==> src/rtl/gate_sweep.sv <==
// Gate evaluator with an exhaustive-sweep mode: walks every N-bit
// vector through the selected gate and counts the vectors that yield 1.
module gate_sweep #(
  parameter int N    = 2,
  parameter int HOLD = 20
) (
  input  logic         clk,
  input  logic         rstn,
  input  logic         start,
  input  logic [2:0]   mode,
  input  logic [N-1:0] x_in,
  output logic [N-1:0] x,
  output logic         z,
  output logic         busy,
  output logic         done,
  output logic [N:0]   ones
);

  localparam int HW = (HOLD > 1) ? $clog2(HOLD) : 1;
  localparam logic [HW-1:0] HLAST = HW'(HOLD - 1);

  typedef enum logic [1:0] {
    IDLE,
    RUN,
    DONE
  } state_t;

  state_t       state_q, state_d;
  logic [2:0]   mode_q, mode_d;
  logic [N-1:0] vec_q, vec_d;
  logic [HW-1:0] hold_q, hold_d;
  logic [N:0]   ones_q, ones_d;
  logic [N-1:0] x_q, x_d;
  logic         z_q, z_d;

  function automatic logic gate_f(
    input logic [2:0]   m,
    input logic [N-1:0] v
  );
    logic r;
    case (m)
      3'b000:  r = &v;
      3'b001:  r = |v;
      3'b010:  r = ^v;
      3'b011:  r = ~&v;
      3'b100:  r = ~|v;
      3'b101:  r = ~^v;
      default: r = 1'b0;
    endcase
    return r;
  endfunction

  always_comb begin
    state_d = state_q;
    mode_d  = mode_q;
    vec_d   = vec_q;
    hold_d  = hold_q;
    ones_d  = ones_q;
    unique case (state_q)
      IDLE: begin
        if (start) begin
          state_d = RUN;
          mode_d  = mode;
          vec_d   = '0;
          hold_d  = '0;
          ones_d  = '0;
        end
      end
      RUN: begin
        if (hold_q == HLAST) begin
          hold_d = '0;
          vec_d  = vec_q + 1'b1;
          if (gate_f(mode_q, vec_q)) begin
            ones_d = ones_q + 1'b1;
          end
          if (&vec_q) begin
            state_d = DONE;
          end
        end else begin
          hold_d = hold_q + 1'b1;
        end
      end
      DONE: state_d = IDLE;
      default: state_d = IDLE;
    endcase
    // x shows the vector for the cycle being entered
    x_d = (state_d == RUN) ? vec_d : x_in;
    z_d = gate_f((state_q == RUN) ? mode_q : mode, x_q);
  end

  always_ff @(posedge clk or negedge rstn) begin
    if (!rstn) begin
      state_q <= IDLE;
      mode_q  <= '0;
      vec_q   <= '0;
      hold_q  <= '0;
      ones_q  <= '0;
      x_q     <= '0;
      z_q     <= 1'b0;
    end else begin
      state_q <= state_d;
      mode_q  <= mode_d;
      vec_q   <= vec_d;
      hold_q  <= hold_d;
      ones_q  <= ones_d;
      x_q     <= x_d;
      z_q     <= z_d;
    end
  end

  assign x    = x_q;
  assign z    = z_q;
  assign busy = (state_q == RUN);
  assign done = (state_q == DONE);
  assign ones = ones_q;

endmodule

==> config.mk <==
export PLATFORM = sky130hd
export DESIGN_NAME = gate_sweep
export DESIGN_NICKNAME = d
export VERILOG_FILES = /design/src/rtl/gate_sweep.sv
export SDC_FILE = /design/constraint.sdc
export NUM_CORES = 1
export LEC_CHECK = 0
export BUFFER_PORTS_ARGS = -buffer_cell sky130_fd_sc_hd__buf_4
export CAP_MARGIN = 20
export CORE_MARGIN = 2
export CORE_UTILIZATION = 45
export DETAILED_ROUTE_END_ITERATION = 8
export GPL_ROUTABILITY_DRIVEN = 0
export PLACE_DENSITY = 0.74
export SLEW_MARGIN = 5
export SYNTH_ARGS = -nofsm -noshare
export SYNTH_HDL_FRONTEND = slang
export SYNTH_SLANG_ARGS = --single-unit
export TNS_END_PERCENT = 1
==> constraint.sdc <==
create_clock -name clk -period 2.4 [get_ports clk]
set_input_delay 0.12 -clock clk [delete_from_list [all_inputs] [get_ports clk]]
set_output_delay 0.12 -clock clk [all_outputs]
set_load 0.05 [all_outputs]
Word level (Yosys, flattened, before mapping)
Cells that the tools add are included.

Bits in registers: 18. Output and inout bits: 8. Word-level logic and storage cells: 66.

Add/sub/neg operators: 3. Equality and inequality tests: 17. Multiplexer cells: 20. Reductions and logical operators: 19.

Operators by type and width (number): 3-bit by 2-bit equality test with 1-bit output, second input constant (4); 3-bit equality test, second input constant (4); 2-bit two-way mux (6); 3-bit two-way mux (4); 1-bit one-hot mux with 6 select lines (2); 5-bit two-way mux (2); 5-bit one-hot mux with 2 select lines (1); 2-bit one-hot mux with 2 select lines (2); 2-bit AND reduction (4); 3-bit by 1-bit equality test with 1-bit output, second input constant (2); 3-bit zero test (2); 3-bit one-hot mux with 2 select lines (1); 5-bit by 1-bit adder with 5-bit output, second input constant (1); 5-bit equality test, second input constant (1); 2-bit by 1-bit equality test with 1-bit output, second input constant (2); 1-bit zero test (4); 2-bit by 1-bit inequality test with 1-bit output, second input constant (2); 4-bit AND reduction (1); 2-bit OR reduction (2); 2-bit XNOR reduction (2); 2-bit parity (2); 3-bit by 1-bit adder with 3-bit output, second input constant (1); 2-bit by 1-bit adder with 2-bit output, second input constant (1); 2-bit equality test, second input constant (1); other kinds (4) (5).

Longest topological paths before layout
Gate-level depths: netlist (run 1).

Depth after elaboration: 8. Depth in mapped cells: 7. Gate-level depth less buffers: 7.

Worst setup path before layout (run 1)
OpenSTA, ideal clock, no wires.

Path type: reg-to-reg. Start point: reg vec_q[0]. End point: reg ones_q[2] (netlist: ones[2]). Library setup time: 126 ps. Arrival: 1678 ps. Data required time: 2274 ps. Path slack: 596 ps. Stages on the path, launching flop included: 8. Buffers on the path: 0. Clock period less this slack: 1804 ps. Cell sequence: dfrtp_1 -> inv_1 -> ha_1 -> and2b_1 -> o21bai_1 -> a2111oi_4 -> a31o_1 -> nand3_1.

Longest elaborated chain between the ends: 7.

RTL lines: start, declared (line 30) `logic [N-1:0] vec_q, vec_d;`; start signal, assigned (line 103) `vec_q <= vec_d;`; 2-bit OR reduction or 2-bit AND reduction (tied branches); 1-bit zero test (on tied branches) (line 46, 45); 1-bit one-hot mux with 6 select lines * (line 41) `case (m)`; 1-bit two-way mux * (line 70) `if (hold_q == HLAST) begin`; 1-bit two-way mux * (line 59) `unique case (state_q)`; 2-bit by 1-bit inequality test with 1-bit output (no source line) *; 4-bit AND reduction (no source line) *; end signal, assigned (line 105) `ones_q <= ones_d;`; end, declared (line 32) `logic [N:0] ones_q, ones_d;`.

Every way passes the cells marked *; elsewhere a longest branch is shown, timed or not. The select of a mux whose other input is x is not followed. A chain may end at the register's enable or synchronous reset.

Worst setup path in the final report (run 1)
Same ends and word-level chain as after synthesis.

==> results of run 1 <==
## power breakdown
| group | switching (mW) | total (mW) | leakage (nW) | internal, mW |
|---|---|---|---|---|
| Combinational | 0.634 | 1.10 | 0.389 | 0.466 |
| Clock | 0.0898 | 0.182 | 0.0210 | 0.0924 |
| Sequential | 0.167 | 0.611 | 0.218 | 0.444 |
| Total | 0.891 | 1.89 | 0.628 | 1.00 |
## Yosys cell counts (2+ instances only)
master	instances
a2111oi_4	2
a21oi_1	3
a22oi_1	2
a31oi_1	2
and3_2	2
dfrtp_1	18
ha_1	6
inv_1	9
mux2_2	2
mux2i_1	2
nand2_1	17
nand2b_4	2
nand3_1	4
nand4_1	2
nor2_1	10
nor2b_1	2
nor3_1	3
nor3b_1	2
o21ai_0	9
o21bai_1	2
o22ai_1	2
## final cells by class
class | count | share of cell area (%)
Clock buffer | 4 | 2.705
Inverter | 10 | 2.798
Multi-Input combinational cell | 90 | 48.41
Sequential cell | 18 | 33.58
Tap cell | 30 | 2.798
Timing Repair Buffer | 17 | 9.701
## worst min path at each step
stage	from	to	slack (ns)	cells past startpoint
finish	mode[0]	mode_q[0]	0.06	3
global route	mode[0]	mode_q[0]	0.05	3
CTS	mode[0]	mode_q[0]	0.05	3
detailed placement	rstn	ones[0]	0.007	1
global placement	rstn	ones[1]	0.005	1
floorplan	rstn	hold_q[0]	-0.18	0
## logic make-up (layout without fill, tap and decap cells)
family | after synthesis | after routing
AO/OA/AOI/OAI | 31 | 31
adder cells (fa/ha/maj) | 6 | 6
buffers and inverters | 12 | 31
flip-flops | 18 | 18
multiplexers | 6 | 6
AND/OR/NAND/NOR | 47 | 47
## sequential cells by signal, indices dropped and copies added (netlist names)
name	cells
vec_q	2
ones	3
z	1
mode_q	3
x	2
state_q	2
hold_q	5
## critical path, cell delays in order (launching register included)
cell	delay [ns]
dfrtp_1	0.41
inv_1	0.08
ha_1	0.31
and2b_1	0.20
o21bai_1	0.10
a2111oi_4	0.49
a31o_1	0.21
nand3_1	0.07
## cells in the final DEF, fill, tap and decap left out, drive strengths merged, types with 3 or more instances in the layout
master	Yosys	layout
a21oi	3	3
buf	1	16
clkbuf	1	4
dfrtp	18	18
ha	6	6
inv	10	10
mux2i	3	3
nand2	17	17
nand3	4	4
nor2	10	10
nor3	3	3
o21ai	9	9
## routing by layer
layer / track usage, % / vias up / wire length, um
met3: 5.738 / 2 / 109
met2: 31.94 / 21 / 1194
met4: 6.667 / 0 / 16
li1: - / 471 / -
met5: 0 / - / 0
met1: 20.00 / 469 / 1014
## repair_timing
action                                  in CTS  in global routing
endpoints found under the setup margin       0                  0
hold buffers                                 1                  0
hold endpoints to repair                    18                  0
gates resized for setup                      0                  0
## per-stage QoR
stage          hold WS, ns  cell area [um2]  setup slack (ns)  cells  utilization [%]
2_1_floorplan      -0.1756             1159            0.5964    120                -
3_3_place_gp      0.005301             1295            0.5251    164            52.75
3_5_place_dp      0.006617             1295            0.4618    164            52.75
4_1_cts            0.05226             1341            0.4292    169            54.64
5_1_grt            0.04765             1341            0.3127    169            54.64
6_report           0.05868             1341            0.4429    169            54.64
==> results.tsv, run 1 <==
metric	value	unit
fraction of registers with async set/reset	100.0	%
Setup Skew	0.002327	ns
XOR/XNOR Fraction of Synth Area	0	%
global-route wire length before repair	3760	um
share of layout cells above drive strength 1	24.46	%
ys flop type	dfrtp_1	
Nets	154	
Root Driver	clkbuf_4	
r2r endpoint	ones[2]	
Max Clk Rate	511.0	MHz
Total GRT Usage	18.07	%
die width	54.74	um
core area	2455	um2
Slew Viols, Final	0	
sequential fraction of the synthesis area	38.88	%
syn_area_per_cell	9.655	um2
largest family of logic cells by synthesized area	compound AO/OA/AOI/OAI gates	
Mapped Area	1159	um2
Net Count, Synth	134	
Seq cells post-synth	18	
vias in the first global route	888	
PortBufs	15	
1st-pass router iterations	4	
H-Tree Depth	1	
final WL	2334	um
origin of the worst setup path	vec_q[0]	
CP startpoint kind	flop	
worst-margin pin slew	0.5182	ns
Worst Path Required	2.58	ns
status	complete, no violations	
FF-to-FF path depth	7	
Compound-Gate Fraction of Synth Area	21.71	%
vias per inst	5.698	
multi-input logic area	649.4	um2
FF/Latch Area	450.4	um2
Slew HR	65.38	%
setup bufs post-CTS	0	
gr ovfl total	0	
CTS clk-pin slew, worst paths	0.10	ns
Rows	18	
Pwr Total	1.894	mW
Antenna diodes	0	
area delta synth->final	15.77	%
critical-path maximum fanout	6	
fillers	221	
Post-Syn Instances	120	
Worst VDD drop	703.4	uV
post-synthesis mux area share	6.803	%
initial antenna violation count	0	
worst skew pair latency	0.29	ns
crit share post-route	81.55	%
CTS Buf Count	3	
Hold Vio Cnt, Final	0	
Ports	16	
CTS tree	done	
Synth area leader	dfrtp_1	
power per cell area	1412	nW/um2
DR iter-0 viols	17	
chip height	54.74	um
Starting Density	47.20	%
TNS Setup	0	ns
top cells by area, synth	dfrtp_1 (39%), ha_1 (6.5%), nand2_1 (5.5%)	
Reg-to-Reg Start	vec_q[0]	
Arr. time, crit path	2.14	ns
Die ar.	2996	um2
DR WL/cell	13.81	um
worst min path class	primary input to flop	
CP Capture Type	flop	
RSZ-0062 raised after global routing	no	
largest net degree at the start of global routing	19	
top cell type's share of synthesized area	38.88	%
count of cell types in the netlist	38	
CTS sink cnt	18	
post-synthesis simple-gate area fraction	21.06	%
minimum clock period	1.957	ns
Residual DRC	0	
max-cap violations	0	
clock buffer depth	2	
HPWL after DPL	1765	um
Critical Path End	ones[2]	
critical path class	flop to flop	
Antenna Nets Post-Route	0	
number of synthesized flops with an enable pin	0	
setup slack, reg-to-reg	0.44	ns
post-synthesis adder-cell area fraction	6.479	%
static leakage	0.6280	nW
Final setup viols	0	
via count	963	
YS warnings	0	
Power figures use the tool's default switching activity.
==> run 2, diff against run 1 <==
Clock period 2.4 ns to 1.95 ns, I/O delays scaled along.
==> run 2 against run 1 <==
  * Non-clock buffer count increased by 5
  * Largest power group unchanged
  * Register-to-register slack got worse by 0.37 ns
  * Sequential share of layout area decreased by 1.2 points
  * Largest cell class unchanged
  * Global-route usage decreased by 0.78 points
  * Critical path type unchanged
==> results.tsv, run 2 (synthesized netlist as in run 1, its figures left out) <==
metric	value	unit
status	complete, no violations	
Sw Ratio	46.74	%
DR iter-0 viols	14	
CTS tree	done	
largest net degree at the start of global routing	19	
HPWL after DPL	1792	um
Die ar.	2996	um2
worst min path class	primary input to flop	
fillers	214	
met1 wire length	1099	um
Finished Layout Cells	173	
Antenna diodes	0	
setup ws final	0.07176	ns
crit share post-route	96.32	%
Slew Viols, Final	0	
die width	54.74	um
critical path class	flop to flop	
Logic pwr share	61.3	%
Hold Vio Cnt, Final	0	
worst-margin pin slew	0.5305	ns
CTS sink cnt	18	
Rows	18	
DR WL/cell	13.62	um
most common cell after layout, fill and taps aside	buf_4	
DR top layer	met4	
via count	945	
Setup Skew	0.005103	ns
Root Driver	clkbuf_4	
Clk pwr share	7.4	%
Slew HR	64.56	%
Worst Path Required	2.13	ns
Setup WS pre-CTS	-0.003050	ns
1st-pass router iterations	4	
CTS Buf Count	3	
most flop-heavy register	hold_q	
Final setup viols	0	
global-route wire length before repair	3650	um
Reg-to-Reg Start	vec_q[0]	
Starting Density	47.20	%
minimum clock period	1.878	ns
power per cell area	1712	nW/um2
Ports	16	
max-cap violations	0	
Seq pwr share	31.2	%
max reg flops	5	
chip height	54.74	um
Max Clk Rate	532.4	MHz
CP Capture Type	flop	
vias in the first global route	858	
max incr delay on CP	0.44	ns
Int Power	1.267	mW
Post-Place Cells	165	
gr ovfl total	0	
Arr. time, crit path	2.06	ns
CP startpoint kind	flop	
origin of the worst setup path	vec_q[0]	
critical-path maximum fanout	4	
Total GRT Usage	17.29	%
CTS clk-pin slew, worst paths	0.10	ns
commonest cells after routing, fill and taps aside	buf_4 (21), dfrtp_1 (18), nand2_1 (17)	
Psw	1.112	mW
H-Tree Depth	1	
final WL	2356	um
WL met2	1171	um
setup slack, reg-to-reg	0.07	ns
Residual DRC	0	
PortBufs	15	
area delta synth->final	19.98	%
share of layout cells above drive strength 1	30.07	%
met3 wire length	66	um
Critical Path Slowest Stage Cell	a2111oi_4	
initial antenna violation count	0	
clock buffer depth	2	
Worst VDD drop	1044	uV
Antenna Nets Post-Route	0	
vias per inst	5.462	
core area	2455	um2
worst skew pair latency	0.28	ns
Nets	159	
crit-path cells	inv_1 > ha_4 > and2b_1 > o21bai_2 > a2111oi_4 > buf_4 > a21o_2 > nand3_1	
static leakage	0.6449	nW
Hold Crit Start	mode[0]	
==> run 2: final cells by class <==
cell class / count / area, um2 / share of cell area (%)
repair buffers: 22 / 167.7 / 12.06
clock buffers: 3 / 22.52 / 1.620
flip-flops and latches: 18 / 450.4 / 32.40
well taps: 30 / 37.54 / 2.700
multi-input cells: 90 / 674.4 / 48.51
inverters: 10 / 37.54 / 2.700
==> run 2: worst paths after layout <==
| path | to | depth (start not counted) |
|---|---|---|
| hold reg to reg | vec_q[1] | 2 |
| hold / removal | mode_q[0] | 3 |
| min in group asynchronous | hold_q[1] | 2 |
| max in group asynchronous | x[1] | 2 |
| setup reg to reg | ones[1] | 8 |
| setup / recovery | ones[1] | 8 |
==> run 2: routing by layer <==
metal  up-vias  track usage, %
met1       447           21.27
met3         4           3.279
met4         0           7.500
met5         -               0
li1        479               -
met2        15           29.17
==> run 2: critical path: cells and delay by family (launching register included) <==
kind | cells | cell delay (ns)
flops | 1 | 0.39
fa+ha+maj | 1 | 0.21
simple gates | 2 | 0.25
compound gates | 3 | 0.62
buf+inv | 2 | 0.29
==> run 2: power groups by stage <==
stage / sequential (mW) / clock [mW] / combinational [mW]
final: 0.743 / 0.177 / 1.46
after global routing: 0.771 / 0.201 / 1.61
after CTS: 0.747 / 0.188 / 1.37
after detailed placement: 0.755 / 0 / 1.36
after global placement: 0.742 / 0 / 1.32
after floorplan: 0.926 / 0 / 0.873
==> run 2: timing repair <==
| item | 4_1_cts | 5_1_grt |
|---|---|---|
| setup buffers | 0 | 4 |
| endpoints found under the hold margin | 18 | 0 |
| resized for setup | 0 | 5 |
| setup endpoints to repair | 1 | 3 |
| hold buffers | 1 | 0 |
| pin swaps | 1 | 2 |
==> run 2: per-stage QoR <==
stage / utilization (%) / TNS, ns / hold slack, ns / cell area [um2] / total power [mW]
after floorplan: - / 0 / -0.1981 / 1159 / 1.799
after global placement: 53.06 / 0 / -0.02013 / 1303 / 2.059
after detailed placement: 53.06 / -0.003050 / -0.01811 / 1303 / 2.119
after CTS: 54.38 / 0 / 0.03641 / 1335 / 2.306
after global routing: 56.63 / -0.03086 / 0.03562 / 1390 / 2.584
final: 56.63 / 0 / 0.04494 / 1390 / 2.380
